`config.mk`:
```
export PLATFORM = sky130hd
export DESIGN_NAME = matmul_row_engine_flat
export DESIGN_NICKNAME = d
export VERILOG_FILES = /design/src/rtl/matmul_row_engine_if.sv /design/src/rtl/matmul_row_engine.sv /design/src/flat_wrapper.sv
export SDC_FILE = /design/constraint.sdc
export NUM_CORES = 1
export LEC_CHECK = 0
export ABC_CLOCK_PERIOD_IN_PS = 6350
export BUFFER_PORTS_ARGS = -buffer_cell sky130_fd_sc_hd__buf_4
export CORE_MARGIN = 1.5
export CORE_UTILIZATION = 59
export CTS_CLUSTER_DIAMETER = 100
export DETAILED_ROUTE_END_ITERATION = 8
export MAX_ROUTING_LAYER = met4
export PLACE_DENSITY = 0.82
export RECOVER_POWER = 100
export SETUP_SLACK_MARGIN = 0.02
export SLEW_MARGIN = 15
export SYNTH_ARGS = -nofsm -noshare
export SYNTH_HDL_FRONTEND = slang
export SYNTH_SLANG_ARGS = --single-unit
```
`constraint.sdc`:
```
create_clock -name clk -period 6.35 [get_ports clk]
set_input_delay 0 -clock clk [delete_from_list [all_inputs] [get_ports clk]]
set_output_delay 0 -clock clk [all_outputs]
set_load 0.005 [all_outputs]
```
`src/rtl/matmul_row_engine_if.sv`:
```
// Handshake and row-storage bus between the row-by-row matmul engine and its A/B/OUT memories.
// The engine side is the master; the storage/control environment is the slave.
interface matmul_row_engine_if #(
    parameter int MUL_SIZE  = 8,
    parameter int ADDR_BITS = $clog2(MUL_SIZE)
);
    logic                    start_mul;
    logic                    mul_done;
    logic [ADDR_BITS-1:0]    a_addr;
    logic [8*MUL_SIZE-1:0]   a_data;
    logic [ADDR_BITS-1:0]    b_addr;
    logic [8*MUL_SIZE-1:0]   b_data;
    logic [ADDR_BITS-1:0]    out_addr;
    logic [8*MUL_SIZE-1:0]   out_data;
    logic                    out_we;

    modport master (
        input  start_mul, a_data, b_data,
        output mul_done, a_addr, b_addr, out_addr, out_data, out_we
    );

    modport slave (
        output start_mul, a_data, b_data,
        input  mul_done, a_addr, b_addr, out_addr, out_data, out_we
    );
endinterface

```
`src/rtl/matmul_row_engine.sv`:
```
// N x N unsigned 8-bit matrix multiply, one output row per N+1 cycles, mod-256 lanes.
// state | meaning
// IDLE  | waiting for start_mul
// CALC  | accumulating A[i][k] * B[k][*] into the lanes, k = 0..N-1
// WRITE | presenting row i on the output port with out_we high
// DONE  | one-cycle mul_done pulse
module matmul_row_engine #(
    parameter int MUL_SIZE  = 8,
    parameter int ADDR_BITS = $clog2(MUL_SIZE)
) (
    input  logic              clk,
    input  logic              rst_n,
    matmul_row_engine_if.master bus
);
    typedef enum logic [1:0] {IDLE, CALC, WRITE, DONE} state_t;

    localparam logic [ADDR_BITS-1:0] LAST = ADDR_BITS'(MUL_SIZE - 1);

    state_t                  state;
    state_t                  state_next;
    logic [ADDR_BITS-1:0]    i;
    logic [ADDR_BITS-1:0]    k;
    logic [8*MUL_SIZE-1:0]   acc;
    logic [8*MUL_SIZE-1:0]   acc_sum;
    logic [7:0]              a_elem;
    logic [15:0]             prod;

    always_ff @(posedge clk or negedge rst_n) begin
        if (!rst_n) begin
            state <= IDLE;
        end else begin
            state <= state_next;
        end
    end

    always_comb begin
        state_next = state;
        case (state)
            IDLE:    if (bus.start_mul) state_next = CALC;
            CALC:    if (k == LAST) state_next = WRITE;
            WRITE:   state_next = (i == LAST) ? DONE : CALC;
            DONE:    state_next = IDLE;
            default: state_next = IDLE;
        endcase
    end

    // Per-lane product is truncated to 8 bits before the add; carries never propagate.
    always_comb begin
        acc_sum = acc;
        prod    = '0;
        a_elem  = bus.a_data[8*int'(k) +: 8];
        for (int j = 0; j < MUL_SIZE; j++) begin
            prod = {8'b0, a_elem} * {8'b0, bus.b_data[8*j +: 8]};
            acc_sum[8*j +: 8] = acc[8*j +: 8] + prod[7:0];
        end
    end

    always_ff @(posedge clk or negedge rst_n) begin
        if (!rst_n) begin
            i   <= '0;
            k   <= '0;
            acc <= '0;
        end else begin
            case (state)
                IDLE: begin
                    if (bus.start_mul) begin
                        i   <= '0;
                        k   <= '0;
                        acc <= '0;
                    end
                end
                CALC: begin
                    acc <= acc_sum;
                    k   <= (k == LAST) ? '0 : k + ADDR_BITS'(1);
                end
                WRITE: begin
                    acc <= '0;
                    if (i != LAST) i <= i + ADDR_BITS'(1);
                end
                default: ;
            endcase
        end
    end

    assign bus.a_addr   = (state == CALC)  ? i : '0;
    assign bus.b_addr   = (state == CALC)  ? k : '0;
    assign bus.out_addr = (state == WRITE) ? i : '0;
    assign bus.out_data = acc;
    assign bus.out_we   = (state == WRITE);
    assign bus.mul_done = (state == DONE);
endmodule

```
`src/flat_wrapper.sv`:
```
// flat-port wrapper written by rule: the top's interface ports become plain ports
module matmul_row_engine_flat 
#(
    parameter int MUL_SIZE  = 8,
    parameter int ADDR_BITS = $clog2(MUL_SIZE)
)
  (clk, rst_n, bus_start_mul, bus_a_data, bus_b_data, bus_mul_done, bus_a_addr, bus_b_addr, bus_out_addr, bus_out_data, bus_out_we);
  matmul_row_engine_if #(.MUL_SIZE(MUL_SIZE), .ADDR_BITS(ADDR_BITS)) bus_i ();
  input  logic clk;
  input  logic rst_n;
  input wire logic [$bits(bus_i.start_mul)-1:0] bus_start_mul;
  input wire logic [$bits(bus_i.a_data)-1:0] bus_a_data;
  input wire logic [$bits(bus_i.b_data)-1:0] bus_b_data;
  output wire logic [$bits(bus_i.mul_done)-1:0] bus_mul_done;
  output wire logic [$bits(bus_i.a_addr)-1:0] bus_a_addr;
  output wire logic [$bits(bus_i.b_addr)-1:0] bus_b_addr;
  output wire logic [$bits(bus_i.out_addr)-1:0] bus_out_addr;
  output wire logic [$bits(bus_i.out_data)-1:0] bus_out_data;
  output wire logic [$bits(bus_i.out_we)-1:0] bus_out_we;
  assign bus_i.start_mul = bus_start_mul;
  assign bus_i.a_data = bus_a_data;
  assign bus_i.b_data = bus_b_data;
  assign bus_mul_done = bus_i.mul_done;
  assign bus_a_addr = bus_i.a_addr;
  assign bus_b_addr = bus_i.b_addr;
  assign bus_out_addr = bus_i.out_addr;
  assign bus_out_data = bus_i.out_data;
  assign bus_out_we = bus_i.out_we;
  matmul_row_engine #(.MUL_SIZE(MUL_SIZE), .ADDR_BITS(ADDR_BITS)) u_core (.clk(clk), .rst_n(rst_n), .bus(bus_i));
endmodule
```
# Word level (Yosys, flattened, before mapping)
# Cells that the tools add are included.
# totals
register_bits	72
in_bits	131
# op_classes
reduce_logical	8
n_mux	14
shift	1
n_mul	8
addsub	10
n_eq_ne	9
# op_table
op	count
$pmux W64 S3	1
$add A8 B8 Y8	8
$mul A8 B8 Y8	8
$mux W64	1
$shiftx A64 B7 Y8	1
$mux W3	6
$pmux W3 S2	2
$pmux W2 S4	1
$add A3 B1 Y3 const B	2
$eq A3 B3 Y1 const B	2
$mux W2	3
$reduce_and A2 Y1	3
$eq A2 B2 Y1 const B	2
$ne A2 B1 Y1 const B	2
$reduce_bool A2 Y1	2
$ne A3 B3 Y1 const B	1
$reduce_and A3 Y1	1
$reduce_bool A3 Y1	1
$eq A2 B1 Y1 const B	1
$logic_not A2 Y1	1
$ne A2 B2 Y1 const B	1

# Depth between registers and ports, before layout
# Gate-level depths: netlist of the first run.
# logic_depth
word_depth	4
mapped_depth	27
mapped_depth_nobuf	21

# Worst setup path after synthesis of the first run
# Ideal clock, no wire load.
# synth_path
path_kind	register to register
start	reg u_core.k[0]
end	reg u_core.acc[15], in the netlist u_core.bus.out_data[15]
stages_incl_launch_ff	24
n_path_buf	5
t_required_ns	6.229
synth_period_minus_slack_ns	5.685
setup_slack_ns	0.665
setup_ns	0.121
arrival_ns	5.564
cell_sequence	dfrtp_1 buf_2 buf_4 buf_4 mux2i_1 a22oi_1 and2_1 buf_2 buf_1 nand2_1 fa_1 inv_1 fa_1 ha_1 inv_1 fa_1 inv_1 fa_1 a21o_1 a21oi_1 xnor2_1 xnor3_1 xnor3_1 a22o_1
# synth_between
elab_chain_cells	4
# synth_lines
element	line	rtl
start: declaration	matmul_row_engine.sv:22	logic [ADDR_BITS-1:0] k;
start signal: assignment	matmul_row_engine.sv:74	k <= (k == LAST) ? '0 : k + ADDR_BITS'(1);
$shiftx A64 B7 Y8	matmul_row_engine.sv:51	a_elem = bus.a_data[8*int'(k) +: 8];
$mul A8 B8 Y8	matmul_row_engine.sv:53	prod = {8'b0, a_elem} * {8'b0, bus.b_data[8*j +: 8]};
$add A8 B8 Y8	matmul_row_engine.sv:54	acc_sum[8*j +: 8] = acc[8*j +: 8] + prod[7:0];
$pmux W64 S3	matmul_row_engine.sv:64	case (state)
end signal: assignment	matmul_row_engine.sv:73	acc <= acc_sum;
end: declaration	matmul_row_engine.sv:23	logic [8*MUL_SIZE-1:0] acc;
# Every way passes these cells.
# A chain may end at the register's enable or synchronous reset.

# Final worst setup path of the first run
# layout_path
start	reg u_core.k[0]
end	reg u_core.acc[7], in the netlist u_core.bus.out_data[7]
# Same word-level chain as after synthesis.

==> impl_metrics.env, run 1 <==
export IMPL_grt_total_usage=0.3121
export IMPL_violations="capacitance limit, slew limit"
export IMPL_finalNonFillerCells=1757
export IMPL_cts_num_sinks=72
export IMPL_final_area_um2=14110
export IMPL_wl_per_cell_um=17.16
export IMPL_viasPerCell=5.458
export IMPL_synthAdderAreaFrac=0.3849
export IMPL_drt_first_pass_iters=5
export IMPL_synth_common_cells="inv_1, nand2_1, fa_1"
export IMPL_yosysSeqAreaShare=0.1496
export IMPL_drc=0
export IMPL_period_minus_slack_ps=5952
export IMPL_num_vias=9590
export IMPL_setup_viol=0
export IMPL_place_congestion=0.8700
export IMPL_yosysMostFrequentCell="inv_1"
export IMPL_layout_area_overhead_vs_synth_pct=17.23
export IMPL_synth_compound_area_frac=0.07680
export IMPL_cts_made_buffers=9
export IMPL_synthArstFlopShare=1.000
export IMPL_path_class="reg -> reg"
export IMPL_gr_total_overflow=0
export IMPL_syn_cell_area_um2=12040
export IMPL_die_h_um=145.9
export IMPL_synth_warnings=0
export IMPL_dp_cells=1740
export IMPL_grt_max_degree=65
export IMPL_slowest_delay_ps=750
export IMPL_clock_path_buffers=2
export IMPL_synth_edf_count=0
export IMPL_skew_ps=11.49
export IMPL_path_cells="clkbuf_1 -> mux2i_1 -> a22oi_1 -> and2_0 -> buf_12 -> nand2_1 -> fa_1 -> inv_1 -> fa_1 -> ha_1 -> inv_1 -> fa_1 -> inv_1 -> fa_1 -> a21o_1 -> a21oi_1 -> xnor2_1 -> xnor3_1 -> xnor3_1 -> a22o_1"
export IMPL_critPathRequiredTime_ps=6590
export IMPL_core_um2=20100
export IMPL_period_share=0.9373
export IMPL_final_seq_area_um2=1802
export IMPL_drv_cap=4
export IMPL_grt_pass1_vias=10440
export IMPL_path_clk_slew_ps=60
export IMPL_rsz0062_at_grt="false"
export IMPL_postSynthAreaPerCell_um2=9.226
export IMPL_end_kind="flop"
export IMPL_htree_levels=3
export IMPL_ys_seq_elements=72
export IMPL_synth_largest_area_cell="fa_1"
export IMPL_status="finished, violations left"
export IMPL_clockRootBuffer="clkbuf_16"
export IMPL_port_buffers=205
export IMPL_cp_common_cell="fa_1"
export IMPL_finalWirelength_mm=30.14
export IMPL_rows=52
export IMPL_multi_input_area_um2=8871
export IMPL_worstRegToRegCells=20
export IMPL_critPathLaunchType="flop"
export IMPL_grt_pass1_wl_mm=50.92
export IMPL_synth_ff_type="dfrtp_1"
export IMPL_first_iter_violations=499
export IMPL_synthDistinctLibCells=33
export IMPL_dp_final_hpwl_mm=22.53
export IMPL_tritoncts="done"
export IMPL_fp_dieW_um=145.9
export IMPL_start_util=0.5989
export IMPL_worst_path_max_delay_cell="dfrtp_1"
export IMPL_diodes=0
export IMPL_tns_ps=0
export IMPL_fill_cells=1534
export IMPL_synth_nets=1720
export IMPL_insertion_delay_ps=360
export IMPL_fmax_ghz=0.1680
export IMPL_netlist_top_cells_area="fa_1, dfrtp_1, ha_1, inv_1, xnor2_1"
export IMPL_nets=1898
export IMPL_tightest_slew_ps=2897
export IMPL_dieArea_um2=21270
export IMPL_synth_top_area_frac=0.2394
export IMPL_antenna_found_initial=0
export IMPL_min_path_cells=4
export IMPL_postPlaceCellArea_um2=13870
export IMPL_hold_viol=0
export IMPL_synth_xor_xnor_area_share=0.1147
export IMPL_drive_above_1_share=0.1601
export IMPL_max_slew_margin=-0.9315
export IMPL_postRouteAntennaNets=0
export IMPL_arrival_ps=6190
export IMPL_netlist_instances=1305
export IMPL_drv_slew=152
export IMPL_synth_simple_area_share=0.1257
export IMPL_synth_mux_area_frac=0.03346
export IMPL_cts_resized=0
export IMPL_ios=206
export IMPL_synth_top_family_by_area="adder cells"
export IMPL_min_path_type="in -> reg"
export IMPL_critPathMaxFanout=31
==> per-stage QoR <==
step	util	hold WS, ps	worst slack (ps)
CTS	0.7053	126.6	437.9
floorplan	-	-295.6	665.3
global route	0.7021	218.9	78.86
finish	0.7021	200.6	398.0
global placement	0.6901	-60.85	556.8
detailed placement	0.6901	-60.92	444.8
==> layout make-up <==
cell class / count / area share
well taps: 270 / 0.02393
flip-flops and latches: 72 / 0.1276
repair buffers: 223 / 0.1188
clock inverters: 6 / 0.004344
inverters: 304 / 0.08084
clock buffers: 9 / 0.01596
multi-input cells: 873 / 0.6285
==> per-layer routing <==
metal	vias to the layer above	global-route usage	part of all wire
met5	-	-	0
met4	0	0.1230	0.029
met3	62	0.04389	0.059
met2	351	0.5350	0.51
met1	4787	0.3722	0.40
li1	4390	-	-
==> critical path: cells and delay by family (launching register included) <==
family | cells | cell delay (ps)
adder cells (fa/ha/maj) | 5 | 2240
XOR/XNOR | 3 | 850
AO/OA/AOI/OAI | 4 | 800
flip-flops | 1 | 750
buffers and inverters | 5 | 710
AND/OR/NAND/NOR | 2 | 320
multiplexers | 1 | 140
==> worst paths after layout <==
path                                          from                       to  slack (ps)
setup / recovery                       u_core.k[0]   u_core.bus.out_data[7]         400
hold / removal                      bus_b_data[40]  u_core.bus.out_data[40]         200
setup reg to reg                       u_core.k[0]   u_core.bus.out_data[7]         400
hold reg to reg            u_core.bus.out_data[11]  u_core.bus.out_data[11]         530
max in group asynchronous                    rst_n  u_core.bus.out_data[52]        2400
min in group asynchronous                    rst_n   u_core.bus.out_data[1]         560
==> placed cells by master (no fill, tap or decap), types with 16 or more instances in the layout <==
cell type,count
a21o_1,16
a21oi_1,16
a22o_1,75
and2_1,49
and3_1,49
buf_4,147
clkbuf_4,56
dfrtp_1,72
fa_1,144
ha_1,140
inv_1,304
mux2i_1,20
nand2_1,192
xnor2_1,88
xnor3_1,24
==> flip-flops by register name (all words and copies together), names as in the netlist <==
register	count
u_core.bus.out_data	64
u_core.i	3
u_core.k	3
u_core.state	2
==> repair_timing <==
action                                  in CTS  in global routing
endpoints found under the hold margin       25                  0
endpoints found under the setup margin       0                  0
hold buffers                                 2                  0
buffers inserted                             0                  0
==> kinds of logic (layout without fill, tap and decap cells) <==
logic type / after synthesis / in the layout
simple gates: 321 / 321
buf+inv: 360 / 542
mux: 32 / 32
flops: 72 / 72
compound gates: 116 / 116
fa+ha+maj: 284 / 284
xor+xnor: 120 / 120
Power of run 1 is not shown: default switching activity piles up to over one toggle a cycle in this logic, so the estimate is an artifact.
==> inputs of run 2 (changes only) <==
- ABC_CLOCK_PERIOD_IN_PS: 6350 -> 4800
- CORE_UTILIZATION: 59 -> 53
- PLACE_DENSITY: 0.82 -> 0.78
- clock period: 6.35 -> 4.8 ns (I/O delays scaled with it)
==> run 2 against run 1 <==
Against the previous run:
- register-to-register slack worse by 640 ps
- largest cell class unchanged
- cell count up 5.7%
- first-iteration DRC count up 4.0%
- setup slack worse by 640 ps
- the flow finishes with violations (capacitance limit, slew limit, setup timing)
- cell area up 9.0%
- maximum frequency up 18%
- worst hold slack better by 4.5 ps
- global-route usage down 1.2 points
- die area up 11%
- critical path depth down 2
- utilization down 0.35 points
- via count up 4.2%
==> impl_metrics.env, run 2 (synthesis gave the netlist of run 1 again) <==
export IMPL_clockRootBuffer="clkbuf_16"
export IMPL_skew_ps=10.50
export IMPL_postRouteAntennaNets=0
export IMPL_drive_above_1_share=0.2668
export IMPL_tightest_slew_ps=1973
export IMPL_layout_common_cells="inv_1, buf_4, nand2_1"
export IMPL_largest_reg_flops=64
export IMPL_critPathMaxFanout=12
export IMPL_cts_made_buffers=9
export IMPL_insertion_delay_ps=360
export IMPL_grt_pass1_wl_mm=53.89
export IMPL_ios=206
export IMPL_final_seq_area_um2=1803
export IMPL_violations="capacitance limit, slew limit, setup timing"
export IMPL_start_util=0.5466
export IMPL_drv_cap=1
export IMPL_max_slew_margin=-0.3150
export IMPL_first_iter_violations=519
export IMPL_num_vias=9988
export IMPL_fin_ws_ps=-238.7
export IMPL_fill_cells=1696
export IMPL_drc=0
export IMPL_path_class="reg -> reg"
export IMPL_dieArea_um2=23630
export IMPL_hold_viol=0
export IMPL_status="finished, violations left"
export IMPL_viasPerCell=5.376
export IMPL_utilization=0.6986
export IMPL_grt_pass1_vias=10660
export IMPL_wl_per_cell_um=17.89
export IMPL_final_common_cell="inv_1"
export IMPL_r2r_setup_slack_ps=-240
export IMPL_antenna_found_initial=0
export IMPL_drt_first_pass_iters=5
export IMPL_diodes=0
export IMPL_gr_total_overflow=0
export IMPL_core_um2=22030
export IMPL_grt_total_usage=0.3003
export IMPL_multi_input_area_um2=9370
export IMPL_dp_final_hpwl_mm=25.25
export IMPL_drv_slew=73
export IMPL_port_buffers=205
export IMPL_dp_cells=1824
export IMPL_htree_levels=3
export IMPL_finalWirelength_mm=33.24
export IMPL_period_share=1.050
export IMPL_rsz0062_at_grt="true"
export IMPL_cts_num_sinks=72
export IMPL_min_path_type="in -> reg"
export IMPL_rows=54
export IMPL_end_kind="flop"
export IMPL_die_h_um=153.7
export IMPL_setup_viol=8
export IMPL_tns_ps=-1437
export IMPL_place_congestion=0.9147
export IMPL_clock_path_buffers=2
export IMPL_grt_max_degree=73
export IMPL_finalNonFillerCells=1858
export IMPL_critPathLaunchType="flop"
export IMPL_path_clk_slew_ps=70
export IMPL_fmax_ghz=0.1985
export IMPL_fp_dieW_um=153.7
export IMPL_layout_area_overhead_vs_synth_pct=27.80
export IMPL_critPathRequiredTime_ps=5060
export IMPL_arrival_ps=5300
export IMPL_tritoncts="done"
export IMPL_period_minus_slack_ps=5039
export IMPL_nets=1988
## run 2: cell type report
| cell class | count | share of cell area |
|---|---|---|
| Inverter | 304 | 0.07416 |
| Clock inverter | 4 | 0.001301 |
| Tap cell | 280 | 0.02277 |
| Sequential cell | 72 | 0.1172 |
| Multi-Input combinational cell | 876 | 0.6090 |
| Clock buffer | 12 | 0.01602 |
| Timing Repair Buffer | 310 | 0.1596 |
## run 2: through the flow
stage	hold slack (ps)	setup WS [ps]	area (um^2)
after floorplan	-295.6	-78.38	12450
after detailed placement	235.7	-257.4	14760
after CTS	195.8	-181.2	15180
after global placement	224.0	-130.2	14760
after global routing	242.8	-372.3	15390
final	205.1	-238.7	15390
## run 2: repair_timing
item,CTS,global route
buffers inserted,6,6
endpoints found under the setup margin,8,8
gates resized for setup,22,46
pin swaps,14,19
hold endpoints to repair,73,0
hold buffers,2,0
gates cloned,3,1
## run 2: critical path, cell delays in order, from the launching register on
cell and delay [ps]:
dfrtp_1 390, buf_12 150, mux2_4 290, mux4_2 660, buf_12 220, nand2_1 70
fa_1 420, inv_2 80, fa_1 410, inv_1 80, fa_1 420, fa_1 440
xnor2_2 180, xnor2_2 160, xnor2_2 150, xnor2_1 190, xnor3_1 240, xnor3_1 190
a22o_1 180
## run 2: final timing paths
path / start / endpoint / depth (start not counted)
min reg2reg: u_core.bus.out_data[35] / u_core.bus.out_data[35] / 1
max reg2reg: u_core.k[1] / u_core.bus.out_data[55] / 18
min in group asynchronous: rst_n / u_core.bus.out_data[7] / 2
min: bus_b_data[48] / u_core.bus.out_data[48] / 4
max in group asynchronous: rst_n / u_core.k[0] / 2
max: u_core.k[1] / u_core.bus.out_data[55] / 18
## run 2: per-layer routing
metal,GRT usage,part of all wire
met1,0.3762,0.42
met2,0.5120,0.51
met3,0.03636,0.055
met4,0.08877,0.022
met5,-,0
Power of run 2 is left out for the same reason.
==> inputs of run 3 (changes only) <==
- CORE_ASPECT_RATIO: unset -> 0.9
- CORE_UTILIZATION: 53 -> 45
- CTS_BUF_LIST: unset -> sky130_fd_sc_hd__clkbuf_8 sky130_fd_sc_hd__clkbuf_16
- PLACE_DENSITY: 0.78 -> 0.68
==> run 3 against run 2 <==
Against the previous run:
- the flow still finishes with violations (capacitance limit, slew limit, setup timing)
- non-clock buffer count increased by 22
- cell count increased by 4.8%
- first-iteration DRC count increased by 15%
- clock skew increased by 6.3 ps
- wire length increased by 5.2%
- critical endpoint is now u_core.bus.out_data[31]
==> impl_metrics.env, run 3 (synthesis gave the netlist of run 1 again) <==
export IMPL_status="finished, violations left"
export IMPL_violations="capacitance limit, slew limit, setup timing"
export IMPL_ios=206
export IMPL_first_iter_violations=595
export IMPL_arrival_ps=5340
export IMPL_dp_final_hpwl_mm=25.98
export IMPL_antenna_found_initial=0
export IMPL_dp_cells=1897
export IMPL_drive_above_1_share=0.2988
export IMPL_wl_per_cell_um=17.95
export IMPL_crit_start="u_core.k[0]"
export IMPL_fmax_ghz=0.1962
export IMPL_drt_first_pass_iters=5
export IMPL_slowest_delay_ps=590
export IMPL_rsz0062_at_grt="true"
export IMPL_cp_num_buf_inv=4
export IMPL_cts_made_buffers=9
export IMPL_finalWirelength_mm=34.97
export IMPL_fin_ws_ps=-297.3
export IMPL_clockRootBuffer="clkbuf_16"
export IMPL_diodes=0
export IMPL_finalNonFillerCells=1948
export IMPL_r2r_setup_slack_ps=-300
export IMPL_clock_path_buffers=2
export IMPL_min_path_type="in -> reg"
export IMPL_max_slew_margin=-0.3333
export IMPL_grt_max_degree=48
export IMPL_skew_ps=16.83
export IMPL_grt_pass1_vias=10610
export IMPL_cts_num_sinks=72
export IMPL_critPathLaunchType="flop"
export IMPL_path_class="reg -> reg"
export IMPL_tritoncts="done"
export IMPL_place_congestion=0.8714
export IMPL_postRouteAntennaNets=0
export IMPL_insertion_delay_ps=360
export IMPL_crit_family="adder cells"
export IMPL_port_buffers=205
export IMPL_gr_total_overflow=0
export IMPL_hold_viol=0
export IMPL_drv_cap=1
export IMPL_r2r_end="u_core.bus.out_data[31]"
export IMPL_critPathMaxFanout=7
export IMPL_layout_common_cells="inv_1, buf_4, nand2_1"
export IMPL_grt_total_usage=0.2681
export IMPL_worst_path_max_delay_cell="mux4_2"
export IMPL_postPlaceCellArea_um2=14900
export IMPL_cp_depth=18
export IMPL_start_util=0.4595
export IMPL_cp_common_cell="fa_1"
export IMPL_end_kind="flop"
export IMPL_path_cells="buf_12 -> mux4_2 -> mux2_4 -> nand2_1 -> fa_1 -> inv_1 -> fa_1 -> ha_1 -> inv_1 -> fa_1 -> inv_2 -> fa_2 -> a21o_1 -> a21oi_4 -> xnor2_1 -> xnor3_1 -> xnor3_1 -> a22o_1"
export IMPL_fill_cells=2227
export IMPL_largest_reg_flops=64
export IMPL_critPathRequiredTime_ps=5040
export IMPL_htree_levels=3
export IMPL_tightest_slew_ps=2000
export IMPL_worstReg2RegStart="u_core.k[0]"
export IMPL_rows=56
export IMPL_grt_pass1_wl_mm=55.42
export IMPL_nets=2010
export IMPL_num_vias=9993
export IMPL_viasPerCell=5.130
export IMPL_layout_area_overhead_vs_synth_pct=32.57
export IMPL_final_area_um2=15960
export IMPL_period_minus_slack_ps=5097
export IMPL_drc=0
export IMPL_dieArea_um2=27750
export IMPL_final_common_cell="inv_1"
export IMPL_fp_dieW_um=175.4
export IMPL_endpoint="u_core.bus.out_data[31]"
export IMPL_path_clk_slew_ps=70
export IMPL_tns_ps=-1894
export IMPL_core_um2=26210
export IMPL_drv_slew=32
export IMPL_setup_viol=8
export IMPL_die_h_um=158.2
export IMPL_period_share=1.062
export IMPL_worstRegToRegCells=18
-- run 3: cell types whose count changed in the layout (fill, tap and decap cells not counted), sizes merged --
cell      before  now
buf          240  261
bufinv         0    3
clkinv         4    1
clkbuf        80   79
clkinvlp       0    1
inv          304  305
-- run 3: worst min-delay path, cell delays in order --
cell	delay, ps
buf_4	140
and3_1	160
ha_1	120
a22o_1	120
-- run 3: layout make-up --
type	instances	area, um^2	share of cell area
clock inverter	6	115.1	0.007212
tap	348	435.4	0.02728
inverter	304	1141	0.07149
timing repair buffer	332	2730	0.1710
multi-input combinational	876	9499	0.5951
sequential	72	1802	0.1129
clock buffer	10	239.0	0.01497
-- run 3: timing repair --
action | 4_1_cts | 5_1_grt
setup buffers | 20 | 7
setup endpoints to repair | 8 | 16
gates cloned | 5 | 3
pin swaps | 63 | 51
hold buffers | 2 | 0
endpoints found under the hold margin | 31 | 0
gates resized for setup | 71 | 57
-- run 3: how the worst min path moves through the flow --
stage	end	depth (start not counted)	start
after floorplan	u_core.bus.out_data[0]	0	rst_n
after global placement	u_core.bus.out_data[21]	1	rst_n
after detailed placement	u_core.bus.out_data[21]	1	rst_n
after CTS	u_core.bus.out_data[3]	2	rst_n
after global routing	u_core.bus.out_data[8]	4	bus_b_data[8]
final	u_core.bus.out_data[8]	4	bus_b_data[8]
-- run 3: through the flow --
step,utilization,hold WS (ps),setup slack (ps)
finish,0.6091,219.5,-297.3
global route,0.6091,241.7,-449.3
CTS,0.6010,172.7,-265.9
detailed placement,0.5685,-4.428,-269.6
global placement,0.5685,-9.110,-163.8
floorplan,-,-295.6,-78.38
-- run 3: routing by layer --
metal,vias up,share of wire,GRT usage
li1,4631,-,-
met3,58,0.067,0.03818
met2,351,0.49,0.4526
met1,4953,0.42,0.3389
met4,0,0.024,0.07204
met5,-,0,-
Power of run 3 is left out for the same reason.
